<file path="config.mk">
export PLATFORM = sky130hd
export DESIGN_NAME = cache_arbiter
export DESIGN_NICKNAME = d
export VERILOG_FILES = /design/src/rtl/lc3b_types.sv /design/src/rtl/cache_arbiter.sv
export SDC_FILE = /design/constraint.sdc
export NUM_CORES = 1
export LEC_CHECK = 0
export CAP_MARGIN = 30
export CORE_AREA = 2 2 268 270
export DETAILED_ROUTE_END_ITERATION = 12
export DIE_AREA = 0 0 270 272
export GPL_TIMING_DRIVEN = 0
export PLACE_DENSITY = 0.34
export SYNTH_ARGS = -nofsm -noshare
export SYNTH_HDL_FRONTEND = slang
export SYNTH_SLANG_ARGS = --single-unit
</file>
<file path="constraint.sdc">
create_clock -name clk -period 9.9 [get_ports clk]
set_input_delay 2.475 -clock clk [delete_from_list [all_inputs] [get_ports clk]]
set_output_delay 2.475 -clock clk [all_outputs]
set_load 0.01 [all_outputs]
</file>
<file path="src/rtl/lc3b_types.sv">
// Shared LC-3b types: memory word/line widths plus the arbiter's state and grant encodings.
package lc3b_types;

   typedef logic [15:0]  lc3b_word;
   typedef logic [127:0] lc3b_line;

   typedef enum logic [1:0] {
      IDLE    = 2'd0,
      SERVE_I = 2'd1,
      SERVE_D = 2'd2
   } arb_state_t;

   typedef enum logic {
      GRANT_I = 1'b0,
      GRANT_D = 1'b1
   } grant_t;

endpackage

</file>
<file path="src/rtl/cache_arbiter.sv">
// Shares one physical-memory port between the I-cache and D-cache with round-robin
// arbitration; each granted command is latched and held until memory responds.
module cache_arbiter
   import lc3b_types::*;
(
   input  logic     clk,
   input  logic     rst,
   input  logic     i_pmem_read,
   input  lc3b_word i_pmem_address,
   output lc3b_line i_pmem_rdata,
   output logic     i_pmem_resp,
   input  logic     d_pmem_read,
   input  logic     d_pmem_write,
   input  lc3b_word d_pmem_address,
   input  lc3b_line d_pmem_wdata,
   output lc3b_line d_pmem_rdata,
   output logic     d_pmem_resp,
   output logic     pmem_read,
   output logic     pmem_write,
   output lc3b_word pmem_address,
   output lc3b_line pmem_wdata,
   input  lc3b_line pmem_rdata,
   input  logic     pmem_resp
);

   arb_state_t r_state;
   grant_t     r_last_grant;
   lc3b_word   r_addr;
   lc3b_line   r_wdata;
   logic       r_read;
   logic       r_write;

   logic       w_req_i;
   logic       w_req_d;
   grant_t     w_grant;

   // On a tie the client that did not win last time gets the port.
   always_comb begin
      w_req_i = i_pmem_read;
      w_req_d = d_pmem_read | d_pmem_write;
      w_grant = GRANT_I;
      if (w_req_d && (!w_req_i || r_last_grant == GRANT_I))
         w_grant = GRANT_D;
   end

   always_ff @(posedge clk or posedge rst) begin
      if (rst) begin
         r_state      <= IDLE;
         r_last_grant <= GRANT_I;
         r_addr       <= '0;
         r_wdata      <= '0;
         r_read       <= 1'b0;
         r_write      <= 1'b0;
      end else begin
         unique case (r_state)
            IDLE: begin
               if (w_req_i || w_req_d) begin
                  r_last_grant <= w_grant;
                  if (w_grant == GRANT_D) begin
                     r_state <= SERVE_D;
                     r_addr  <= d_pmem_address;
                     r_wdata <= d_pmem_wdata;
                     // A simultaneous read+write from D is treated as a write.
                     r_write <= d_pmem_write;
                     r_read  <= ~d_pmem_write;
                  end else begin
                     r_state <= SERVE_I;
                     r_addr  <= i_pmem_address;
                     r_read  <= 1'b1;
                     r_write <= 1'b0;
                  end
               end
            end
            SERVE_I, SERVE_D: begin
               if (pmem_resp) begin
                  r_state <= IDLE;
                  r_read  <= 1'b0;
                  r_write <= 1'b0;
               end
            end
            default: begin
               r_state <= IDLE;
               r_read  <= 1'b0;
               r_write <= 1'b0;
            end
         endcase
      end
   end

   assign pmem_read    = r_read;
   assign pmem_write   = r_write;
   assign pmem_address = r_addr;
   assign pmem_wdata   = r_wdata;

   assign i_pmem_rdata = pmem_rdata;
   assign d_pmem_rdata = pmem_rdata;
   assign i_pmem_resp  = pmem_resp && (r_state == SERVE_I);
   assign d_pmem_resp  = pmem_resp && (r_state == SERVE_D);

endmodule

</file>
* Word level (Yosys, flattened, before mapping)
Cells that the tools add are included.
Word-level totals: bits of input ports 294, register bits 149, word-level logic and storage cells 37, output and inout bits 404
Cells by class: reductions and logical operators 11, equal/unequal tests 4, bitwise operators 3, muxes and demuxes 13
Operators with widths (count):
- 2-to-1 mux 16 bit | 1
- 2-to-1 mux 1 bit | 6
- 2-to-1 mux 2 bit | 3
- != test 2 bit, second input constant | 2
- case mux 1 bit (2 select lines) | 2
- case mux 2 bit (2 select lines) | 1
- AND reduction 2 bit | 2
- logical AND 1 bit | 3
- AND reduction 3 bit | 1
- == test 2 x 1 -> 1 bit, second input constant | 1
- == test 2 bit, second input constant | 1
- logical NOT 2 bit | 1
- logical OR 1 bit | 2
- NOT 1 bit | 2
- OR reduction 2 bit | 1
- logical NOT 1 bit | 1
- bitwise OR 1 bit | 1

* Longest topological paths before layout
depth in word-level cells 7, depth in mapped cells 6, depth with buffers taken out 5

* Worst setup path before layout
OpenSTA, ideal clock, no wires.
kind input -> output, start input pmem_resp, end output d_pmem_resp, arrival 2640 ps, required time 7425 ps, slack 4785 ps, path buffers 0, stages on the path 1, path through and2_1
On the way: cells in the longest elaborated chain, start to end 1
Ends and longest elaborated chain:
- start: declaration | RTL line cache_arbiter.sv:23 | input logic pmem_resp
- logical AND 1 bit | RTL line cache_arbiter.sv:98 | assign d_pmem_resp = pmem_resp && (r_state == SERVE_D);
- end: declaration | RTL line cache_arbiter.sv:17 | output logic d_pmem_resp,
Every way passes these cells.

* Final worst setup path
start input pmem_resp, end output i_pmem_resp
On the way: cells in the longest elaborated chain, start to end 1
Ends and longest elaborated chain:
- logical AND 1 bit | RTL line cache_arbiter.sv:97 | assign i_pmem_resp = pmem_resp && (r_state == SERVE_I);
- end: declaration | RTL line cache_arbiter.sv:11 | output logic i_pmem_resp,
Every way passes these cells.

==> run_results.csv <==
group,metric,value,unit
worst_setup_path,cpLargestDelayFamily,"buffers and inverters",
cts,cts_hold_buffers,0,
worst_setup_path,critical_path_required,7.43,ns
worst_setup_path,crit_start,"pmem_resp",
power,cellPowerDensity,249,nW/um^2
power,leakagePower,6.87,nW
place,hpwl,24.9,mm
worst_setup_path,cp.depth,3,
timing,drv_slew,0,
worst_setup_path,end_kind,"primary output",
cts,postCtsSetupRepairBufs,0,
floorplan,die-width,270,um
floorplan,die_height,272,um
global_route,grt_max_degree,88,
timing,finClkSkew,0.00634,ns
worst_setup_path,regToRegStartpoint,"r_state[0]",
final_layout,area_growth,91.8,%
power,peakVddDrop,0.0000921,V
worst_setup_path,critPathMaxFanout,3,
cts,ctsResizeCount,0,
worst_setup_path,cp_num_buf_inv,2,
worst_setup_path,crit_top_cell,"clkdlybuf4s50_1",
cts,cts-htree-levels,4,
cts,cts_sinks,149,
power,pwr-share-comb,53.8,%
final_layout,drive_gt1_share,35.6,%
timing,setup_viol,0,
yosys,syn_inst,623,
floorplan,rows,98,
timing,hold_viol,0,
hold_path,worstHoldPathCells,2,
detailed_routing,wl,31.1,mm
detailed_routing,wl_met2,16.6,mm
run,cap_viol_max_count,0,
outcome,status,"complete, no violations",
detailed_routing,drt-initial-drc-count,147,
floorplan,core,70800,um^2
power,switching_power,1.25,mW
yosys,synth.distinct_cells,24,
worst_setup_path,rrSetupSlack,8.18,ns
yosys,yosysTopAreaCell,"dfrtp_1",
final_layout,fin_area,15800,um^2
floorplan,start_util,11.6,%
yosys,syn_area_per_cell,13.2,um^2
detailed_routing,wire_per_inst,14.3,um
timing,max_freq,161,MHz
worst_setup_path,start_kind,"primary input",
global_route,grt_pass1_vias,6607,
timing,rsz0062_at_grt,"false",
yosys,synth.cell_area,8220,um^2
worst_setup_path,reg2reg_depth,6,
global_route,grt_pass1_wl,44.9,mm
yosys,yosys-top-cells-area,"dfrtp_1, buf_4, mux2_4",
worst_setup_path,cp_slowest_cell,"clkdlybuf4s50_1",
yosys,yosysSeqAreaShare,45.4,%
power,sequentialPowerShare,27.9,%
cts,path_clk_slew,0.06,ns
detailed_routing,drc,0,
floorplan,boundaryPins,698,
power,p_int,2.68,mW
detailed_routing,dr.max_layer_used,"met4",
timing,whs,0.481,ns
yosys,synth_fp_nets,920,
timing,worst_slack,3.69,ns
power,switching_share,31.8,%
power,power_frac_clock,18.3,%
cts,clock_path_buffers,2,
final_layout,final_util,22.3,%
worst_setup_path,cpPeakStageDelay,0.62,ns
place,placed_cell_area,15100,um^2
place,port_buffers,569,
place,dp_slack,3.68,ns
cts,insertion_delay,0.46,ns
yosys,ys_ff_latch,149,
detailed_routing,dr.pass1.iters,4,
final_layout,antenna_cells,0,
worst_setup_path,crit_chain,"clkdlybuf4s50_1 > and2_1 > clkdlybuf4s50_1",
cts,cts-root-buf,"clkbuf_16",
detailed_routing,vias_per_cell,2.90,
place,gp_congestion,0.698,
final_layout,nets,1509,
worst_setup_path,worstReg2RegEnd,"pmem_wdata[83]",
global_route,antenna_found_initial,0,
worst_setup_path,path_class,"in -> out",
cts,numCtsBuffers,17,
floorplan,die_area,73400,um^2
worst_setup_path,worstSetupEndpoint,"i_pmem_resp",
detailed_routing,drtAntennaViolNets,0,
place,dpl.cell_count,2143,
yosys,ys_warn_count,0,
detailed_routing,wl_met1,11.5,mm
timing,fin_crit,6.21,ns
timing,tightest_slew,0.681,ns
detailed_routing,wl_met3,2.59,mm
timing,relSlewSlack,54.3,%
global_route,gr-total-overflow,0,
detailed_routing,num_vias,6296,
hold_path,hp-class,"reg -> reg",
worst_setup_path,cp.arrival,3.74,ns
final_layout,stdcell_count,2174,
global_route,grt_usage,8.28,%
cts,cts_tree,"done",
yosys,synth_top_cell_area_share,45.4,%
timing,fin_crit_sh,62.7,%
cell usage after synthesis:
master,n
nor3_1,1
dfrtp_1,149
nor2_1,1
ha_1,3
inv_1,3
clkbuf_1,3
mux2_4,100
o2bb2ai_2,1
buf_12,11
o21ai_0,16
a22o_1,3
mux2_2,28
o31ai_2,1
buf_6,3
and2_1,2
a32o_1,1
nor2b_1,1
a2bb2oi_2,1
buf_2,1
nand2_2,1
nand2_1,20
a21o_1,1
mux2i_1,16
buf_4,256
cell usage in the layout, fill, tap and decap left out, drive strengths merged:
master,instances
a21o,1
a22o,3
a2bb2oi,1
a32o,1
and2,2
buf,272
bufinv,3
clkbuf,24
clkdlybuf4s50,569
clkinv,3
clkinvlp,2
dfrtp,149
ha,3
inv,5
mux2,128
mux2i,16
nand2,21
nor2,1
nor2b,1
nor3,1
o21ai,16
o2bb2ai,1
o31ai,1
cells by family (layout without fill, tap and decap cells):
| group | count (synthesis) | after routing | share of synthesized area [%] |
|---|---|---|---|
| buffers and inverters | 277 | 878 | 26.8 |
| AOI/OAI and AO/OA | 24 | 24 | 2.02 |
| adders and majority gates | 3 | 3 | 0.457 |
| muxes | 144 | 144 | 24.0 |
| DFF | 149 | 149 | 45.4 |
| and+or+nand+nor | 26 | 26 | 1.32 |
routing by layer:
metal	track usage, %	vias to the layer above
li1	-	2974
met1	8.86	2984
met2	14.6	317
met3	3.66	21
met4	2.60	0
met5	0	-
power by group through the flow:
stage / logic, mW / registers [mW] / clock network (mW)
floorplan: 0.959 / 1.24 / 0
global placement: 2.17 / 1.10 / 0
detailed placement: 2.16 / 1.10 / 0
CTS: 2.18 / 1.10 / 0.767
global route: 2.26 / 1.14 / 0.788
finish: 2.11 / 1.10 / 0.719
registers in the layout (all words and copies together), names as in the netlist:
name and cells:
pmem_read 1, r_last_grant 1, pmem_write 1, pmem_wdata 128, pmem_address 16, r_state 2
worst reg2reg max path, delay by kind of cell, from the launching register on:
family,cells,cell delay [ns]
buf+inv,3,0.49
flops,1,0.38
mux,1,0.32
fa+ha+maj,1,0.25
simple gates,1,0.15
through the flow:
| step | total power, mW | TNS, ns |
|---|---|---|
| after global placement | 3.28 | -17.48 |
| after global routing | 4.19 | 0 |
| after detailed placement | 3.27 | 0 |
| after CTS | 4.04 | 0 |
| after floorplan | 2.20 | 0 |
| final | 3.93 | 0 |
cell type report:
cell class | count | area, um^2
fillers | 7621 | 55000
repair buffers | 570 | 5720
flip-flops and latches | 149 | 3730
multi-input cells | 197 | 2290
plain buffers | 274 | 2190
well taps | 950 | 1190
clock buffers | 21 | 480
clock inverters | 10 | 145
inverters | 3 | 18.8
how the worst min path moves through the flow:
stage | start | endpoint | slack, ns
floorplan | r_state[1] | r_state[1] | 0.49
global placement | pmem_address[14] | pmem_address[14] | 0.46
detailed placement | pmem_address[8] | pmem_address[8] | 0.47
CTS | pmem_address[4] | pmem_address[4] | 0.49
global route | pmem_address[15] | pmem_address[15] | 0.51
finish | pmem_address[4] | pmem_address[4] | 0.48
Note: power is estimated with default switching activity, not from simulation.
